$ cat src/rtl/rrat_commit.sv
// Retirement register alias table (RRAT).
// Retires up to N destination writes per cycle into the committed
// architectural-to-physical map, maintains the committed free list and its
// popcount, and emits a one-cycle pulse of physical registers superseded by
// the retirement, for the RAT/PRF to reclaim.
// Optional macro RRAT_CHECK_EN: enables a sticky consistency error flag for
// retirements of PRF 0 or of a physical register that is not free.
module rrat_commit #(
    parameter int N                  = 3,
    parameter int RAT_SIZE           = 32,
    parameter int PRF_NUM_ENTRIES    = 64,
    parameter int REG_INDEX_BITS     = $clog2(RAT_SIZE),
    parameter int PRF_NUM_INDEX_BITS = $clog2(PRF_NUM_ENTRIES)
) (
    input  logic                                   clock,
    input  logic                                   reset,
    input  logic [N-1:0]                           retire_valid,
    input  logic [N*REG_INDEX_BITS-1:0]            retire_arch_reg,
    input  logic [N*PRF_NUM_INDEX_BITS-1:0]        retire_phys_reg,
    output logic [RAT_SIZE*PRF_NUM_INDEX_BITS-1:0] rrat_entries,
    output logic [PRF_NUM_ENTRIES-1:0]             rrat_free_list,
    output logic [PRF_NUM_ENTRIES-1:0]             free_vector_from_rrat,
    output logic [PRF_NUM_INDEX_BITS:0]            rrat_free_count,
    output logic                                   rrat_error
);

    logic [PRF_NUM_INDEX_BITS-1:0] map_q [RAT_SIZE];
    logic [PRF_NUM_INDEX_BITS-1:0] map_d [RAT_SIZE];
    logic [PRF_NUM_ENTRIES-1:0]    free_q, free_d;
    logic [PRF_NUM_ENTRIES-1:0]    pulse_q, pulse_d;
    logic [PRF_NUM_INDEX_BITS:0]   count_q, count_d;
    logic [N-1:0]                  slotEff;

    // A slot only matters when it is valid and does not target x0.
    always_comb begin
        slotEff = '0;
        for (int i = 0; i < N; i++) begin
            slotEff[i] = retire_valid[i] &&
                         (retire_arch_reg[i*REG_INDEX_BITS +: REG_INDEX_BITS] != '0);
        end
    end

    // Walk the slots in program order so a later slot to the same arch reg
    // sees (and frees) the physical register written by an earlier slot.
    always_comb begin : update_comb
        logic [REG_INDEX_BITS-1:0]     arch;
        logic [PRF_NUM_INDEX_BITS-1:0] phys;
        logic [PRF_NUM_INDEX_BITS-1:0] old;
        arch    = '0;
        phys    = '0;
        old     = '0;
        map_d   = map_q;
        free_d  = free_q;
        pulse_d = '0;
        for (int i = 0; i < N; i++) begin
            arch = retire_arch_reg[i*REG_INDEX_BITS +: REG_INDEX_BITS];
            phys = retire_phys_reg[i*PRF_NUM_INDEX_BITS +: PRF_NUM_INDEX_BITS];
            if (slotEff[i]) begin
                old          = map_d[arch];
                map_d[arch]  = phys;
                free_d[phys] = 1'b0;
                if (old != '0) begin
                    free_d[old]  = 1'b1;
                    pulse_d[old] = 1'b1;
                end
            end
        end
        // PRF 0 is the hardwired zero register and is never reclaimable.
        free_d[0]  = 1'b0;
        pulse_d[0] = 1'b0;
    end

    // Popcount of the next free list so the registered count never lags.
    always_comb begin
        count_d = '0;
        for (int p = 0; p < PRF_NUM_ENTRIES; p++) begin
            count_d = count_d + {{PRF_NUM_INDEX_BITS{1'b0}}, free_d[p]};
        end
    end

    // Committed state registers; reset restores the boot-time mapping.
    always_ff @(posedge clock or negedge reset) begin
        if (!reset) begin
            for (int a = 0; a < RAT_SIZE; a++) begin
                map_q[a] <= '0;
            end
            free_q  <= {{(PRF_NUM_ENTRIES-1){1'b1}}, 1'b0};
            pulse_q <= '0;
            count_q <= (PRF_NUM_INDEX_BITS+1)'(PRF_NUM_ENTRIES-1);
        end else begin
            for (int a = 0; a < RAT_SIZE; a++) begin
                map_q[a] <= map_d[a];
            end
            free_q  <= free_d;
            pulse_q <= pulse_d;
            count_q <= count_d;
        end
    end

    for (genvar g = 0; g < RAT_SIZE; g++) begin : g_entries
        assign rrat_entries[g*PRF_NUM_INDEX_BITS +: PRF_NUM_INDEX_BITS] = map_q[g];
    end

    assign rrat_free_list        = free_q;
    assign free_vector_from_rrat = pulse_q;
    assign rrat_free_count       = count_q;

`ifdef RRAT_CHECK_EN
    logic errFlag_q, errFlag_d;

    // Flag retirement of PRF 0, or of a register that was not free before
    // this cycle unless an earlier slot this cycle already claimed it.
    always_comb begin : check_comb
        logic                          earlier;
        logic [PRF_NUM_INDEX_BITS-1:0] phys;
        earlier   = 1'b0;
        phys      = '0;
        errFlag_d = errFlag_q;
        for (int i = 0; i < N; i++) begin
            phys    = retire_phys_reg[i*PRF_NUM_INDEX_BITS +: PRF_NUM_INDEX_BITS];
            earlier = 1'b0;
            for (int k = 0; k < N; k++) begin
                if (k < i && slotEff[k] &&
                    retire_phys_reg[k*PRF_NUM_INDEX_BITS +: PRF_NUM_INDEX_BITS] == phys) begin
                    earlier = 1'b1;
                end
            end
            if (slotEff[i]) begin
                if (phys == '0) begin
                    errFlag_d = 1'b1;
                end else if (!free_q[phys] && !earlier) begin
                    errFlag_d = 1'b1;
                end
            end
        end
    end

    // Sticky error register, cleared only by reset.
    always_ff @(posedge clock or negedge reset) begin
        if (!reset) begin
            errFlag_q <= 1'b0;
        end else begin
            errFlag_q <= errFlag_d;
        end
    end

    assign rrat_error = errFlag_q;
`else
    assign rrat_error = 1'b0;
`endif

endmodule

$ cat config.mk
export PLATFORM = sky130hd
export DESIGN_NAME = rrat_commit
export DESIGN_NICKNAME = d
export VERILOG_FILES = /design/src/rtl/rrat_commit.sv
export SDC_FILE = /design/constraint.sdc
export NUM_CORES = 2
export LEC_CHECK = 0
export BUFFER_PORTS_ARGS = -buffer_cell sky130_fd_sc_hd__buf_2
export CAP_MARGIN = 20
export CORE_ASPECT_RATIO = 1.2
export CORE_MARGIN = 2
export CORE_UTILIZATION = 50
export CTS_BUF_LIST = sky130_fd_sc_hd__clkbuf_8 sky130_fd_sc_hd__clkbuf_16
export DETAILED_ROUTE_END_ITERATION = 16
export PLACE_DENSITY_LB_ADDON = 0.3
export REMOVE_ABC_BUFFERS = 1
export SLEW_MARGIN = 5
export SYNTH_ARGS = -nofsm -noshare
export SYNTH_HDL_FRONTEND = slang
export SYNTH_SLANG_ARGS = --single-unit
$ cat constraint.sdc
create_clock -name clock -period 10.1 [get_ports clock]
set_clock_uncertainty 0.15 [all_clocks]
set_input_delay 0.505 -clock clock [delete_from_list [all_inputs] [get_ports clock]]
set_output_delay 0.505 -clock clock [all_outputs]
set_load 0.005 [all_outputs]
==> run summary, run 1 <==
Err = [ERROR GRT-0116] Global routing finished with congestion. Check the congestion regions in the DRC Viewer.
TritonCTS Buffers = 38
Primary FF master, synth = dfrtp_1
Final GP Congestion = 1.286
Remaining Overflow, GRT = 54
row count = 95
Post-synth EDFFs = 0
synth top area cells = dfrtp_1 (23%), o21ai_0 (7.1%), nand2_1 (6.7%)
number of global-route vias before repair = 42080
post-synth top area cell = dfrtp_1
Port Buffers = 362
list of most frequent post-synthesis cells = nand2_1 (505), o21ai_0 (400), dfrtp_1 (256)
post-synthesis sequential area ratio = 28.97%
area share of the largest cell type after synthesis = 22.58%
Mapped Area = 0.02838 mm²
first-pass GRT wire length = 316000 µm
Die Span X = 221.5 µm
global-route usage over all layers = 74.11%
dpl cell area = 0.03760 mm²
pin count of the biggest net entering global routing = 158
initial core utilization = 50.58%
Ports = 366
Detail Placement HPWL = 155000 µm
H-tree depth = 2
Avg Cell Area, Syn = 8.087 µm²
most common cell in the netlist = nand2_1
CTS Root Cell = clkbuf_16
FFs w/ async S/R, synth = 100.0%
Synth Register Bits = 325
Fail Step = 5_1_grt
outcome = aborted with a tool error
Mapped Cells = 3509
Setup Buffers After CTS = 0
die height = 265.0 µm
pre-CTS setup slack = -0.8316 ns
Clock Path Buffers = 3
Clock Sinks = 325
Yosys warning count = 0
Synth cell types = 114
-- layer usage --
metal  GRT usage [%]  overflow
met5           21.67         0
met4           76.19        33
met3           55.96         0
met2           92.46        21
met1           74.13         0
-- stage by stage --
stage,utilization [%],hold slack (ns),instances
floorplan,-,0.05941,3144
CTS,69.63,0.2171,5336
detailed placement,67.01,0.2748,5265
global placement,67.00,0.2556,5264
-- what timing repair did --
action | CTS
endpoints found under the hold margin | 85
pin swaps | 0
hold buffers | 1
setup endpoints to repair | 4
resized for setup | 5
-- logic make-up after synthesis --
| family | Yosys count | synth area share (%) |
|---|---|---|
| multiplexers | 138 | 7.289 |
| AND/OR/NAND/NOR | 1300 | 23.23 |
| AO/OA/AOI/OAI | 1232 | 28.19 |
| XOR/XNOR | 6 | 0.1852 |
| other | 1 | 0.01322 |
| flip-flops | 325 | 28.97 |
| buffers and inverters | 439 | 7.725 |
| adder cells (fa/ha/maj) | 68 | 4.401 |
==> run 2: changes to the inputs <==
Settings changed: CORE_ASPECT_RATIO 1.2 to unset, CORE_UTILIZATION 50 to 35, CTS_BUF_LIST sky130_fd_sc_hd__clkbuf_8 sky130_fd_sc_hd__clkbuf_16 to unset, PLACE_DENSITY_LB_ADDON 0.3 to 0.15.
==> run 2 against run 1 <==
  * The flow now finishes without violations
  * Synthesized cell count unchanged
  * Area after synthesis stayed put
==> run summary, run 2 <==
CTS tree = yes
Final #Nets = 4887
via count = 40890
row count = 104 (+9.5%)
Synth Area in Compound Gates = 28.19% (unchanged)
Synth Register Bits = 325 (unchanged)
layout cells sized above 1 = 41.08%
Die Span X = 288.7 µm (+30%)
CP required = 10.45 ns
list of most frequent post-synthesis cells = nand2_1 (505), o21ai_0 (400), dfrtp_1 (256)
min-delay worst type = in -> reg
Mapped Cells = 3509 (unchanged)
number of global-route vias before repair = 37490
dpl cells = 5795 (+10%)
Remaining Overflow, GRT = 0
Final setup viols = 0
GRT met3 Usage = 24.95%
Fmax = 100.8 MHz
Primary FF master, synth = dfrtp_1
first-pass GRT wire length = 315400 µm
Peak VDD IR = 0.003505 V
global-route usage over all layers = 54.97%
Tcrit/Tclk final = 98.20%
post-synthesis sequential area ratio = 28.97% (unchanged)
FFs w/ async S/R, synth = 100.0% (unchanged)
synth top area cells = dfrtp_1 (23%), o21ai_0 (7.1%), nand2_1 (6.7%)
Crit Path Class = in -> reg
WL final = 235600 µm
Detail Placement HPWL = 190800 µm (+23%)
Pleak = 0.01828 µW
Setup crit end kind = flop
commonest non-fill, non-tap cell in the layout = buf_4
H-tree depth = 2 (unchanged)
Post-Synth Adder-Cell Area = 4.401% (unchanged)
max reg flops = 192
outcome = completed
most used cell, CP = fa_1
die height = 288.7 µm (+9.0%)
Avg Cell Area, Syn = 8.087 µm² (unchanged)
initial core utilization = 35.29% (-15 points)
core area = 0.08042 mm²
clock latency on the worst-skew pair = 0.61 ns
Post-Synth Simple-Gate Area = 23.23% (unchanged)
TritonCTS Buffers = 40 (+5.3%)
worst-margin pin slew = 1.099 ns
Final GP Congestion = 1.197 (-6.9%)
clock-pin slew on the worst setup and hold paths = 0.06 ns
largest family of logic cells by synthesized area = compound AO/OA/AOI/OAI gates
PwrDens = 510.7 mW/mm²
CTS Root Cell = clkbuf_16
GR peak layer = met2
Max Cap Viol = 0
Port Buffers = 362 (unchanged)
area of the die = 0.08337 mm²
Synth cell types = 114 (unchanged)
detailed router's first-iteration violation count = 7529
Clock Sinks = 325 (unchanged)
DR pass1 iterations = 7
met1 usage = 71.04%
Crit path largest cell delay = 0.64 ns
commonest non-fill, non-tap cells in the layout = buf_4 (1177), nand2_1 (502), o21ai_0 (394)
DRC Markers = 0
post-synth top area cell = dfrtp_1
Final Core Density = 51.27%
Clock Path Buffers = 3 (unchanged)
reg2reg setup slack = 0.35 ns
CP Launch Type = primary input
Post-DRT Antenna Nets = 0
final cell count without fillers = 5891
Via density = 6.940
peak fanout along the critical path = 8
slowest CP cell = or4_1
post-synthesis mux area share = 7.289% (unchanged)
fin crit period = 9.918 ns
Slew headroom = 26.49%
RSZ-0062 raised after global routing = no
Mapped Area = 0.02838 mm² (unchanged)
GR Layer Usage met2 = 72.64%
Ports = 366 (unchanged)
area share of the largest cell type after synthesis = 22.58% (unchanged)
Yosys warning count = 0 (unchanged)
most common cell in the netlist = nand2_1
initial antenna violation count = 44
post-synthesis xor/xnor area fraction = 0.1852% (unchanged)
Arr. time, crit path = 10.27 ns
final hold viol count = 0
Post-synth EDFFs = 0 (unchanged)
Slew Viols, Final = 0
post-DR wirelength/cell = 40.00 µm
pin count of the biggest net entering global routing = 92
Layout Area Growth over Synthesis = 45.30%
==> run 2: cell counts after synthesis <==
Identical to the previous run, type by type.
==> run 2: per-layer routing <==
metal,routed length (µm),up-vias
met5,385,-
met4,20080,38
met3,39290,1118
met2,88990,4146
met1,86890,19710
li1,-,15880
==> run 2: kinds of logic after synthesis <==
| kind of cell | Yosys count |
|---|---|
| adders and majority gates | 68 |
| DFF | 325 |
| xor gates and xnor gates | 6 |
| muxes | 138 |
| buffers and inverters | 439 |
| and+or+nand+nor | 1300 |
| AOI/OAI and AO/OA | 1232 |
| other | 1 |
==> run 2: layout make-up <==
| cell class | count | area [µm²] |
|---|---|---|
| Antenna cell | 19 | 47.55 |
| Sequential cell | 325 | 8219 |
| Inverter | 72 | 270.3 |
| Fill cell | 7884 | 39190 |
| Clock buffer | 52 | 1097 |
| Clock inverter | 21 | 254.0 |
| Tap cell | 1060 | 1326 |
| Timing Repair Buffer | 1595 | 11770 |
| Multi-Input combinational cell | 2747 | 18240 |
==> run 2: critical path: cells and delay by family <==
| kind | cells | cell delay (ns) |
|---|---|---|
| buffers and inverters | 13 | 1.63 |
| and+or+nand+nor | 5 | 1.67 |
| adders and majority gates | 10 | 4.81 |
| AOI/OAI and AO/OA | 8 | 1.64 |
==> run 2: power by group <==
group | total (µW) | leakage, µW | internal, µW | switching (µW)
Clock | 1550 | 0.000654 | 897 | 653
Combinational | 17000 | 0.0137 | 8060 | 8980
Sequential | 2470 | 0.00394 | 2000 | 474
Total | 21100 | 0.0183 | 10900 | 10100
==> run 2: repair_timing <==
| item | 4_1_cts | 5_1_grt |
|---|---|---|
| pin swaps | 0 | 5 |
| setup endpoints to repair | 3 | 6 |
| hold buffers | 1 | 0 |
| resized for setup | 1 | 49 |
| setup buffers | 0 | 3 |
| hold endpoints to repair | 63 | 0 |
==> run 2: path summary, 6_finish.rpt <==
check / startpoint / end / cells past startpoint
worst max-delay path: retire_valid[0] / rrat_free_count[6]$_DFF_PN0_ / 36
worst min-delay path: retire_phys_reg[12] / rrat_entries[12]$_DFF_PN0_ / 3
worst max register to register: rrat_entries[103]$_DFF_PN0_ / rrat_free_count[6]$_DFF_PN0_ / 33
worst min register to register: rrat_entries[2]$_DFF_PN0_ / rrat_entries[2]$_DFF_PN0_ / 0
max in group asynchronous: reset / rrat_entries[50]$_DFF_PN0_ / 4
min in group asynchronous: reset / rrat_entries[80]$_DFF_PN0_ / 2
==> run 2: through the flow <==
step / instance area (µm²) / setup TNS (ns) / setup WS, ns / hold WS, ns / total power (µW)
6_report: 41230 / 0 / 0.1821 / 0.1203 / 21060
5_1_grt: 41190 / 0 / 0.003666 / 0.1536 / 22050
4_1_cts: 40950 / 0 / 0.04500 / 0.1158 / 20840
3_5_place_dp: 39580 / -3.276 / -0.7527 / 0.2875 / 19250
3_3_place_gp: 39570 / -4.045 / -0.8971 / 0.2813 / 18970
2_1_floorplan: 26460 / -1.012 / -0.4240 / 0.05941 / 12600
(Power assumes the default switching activity.)
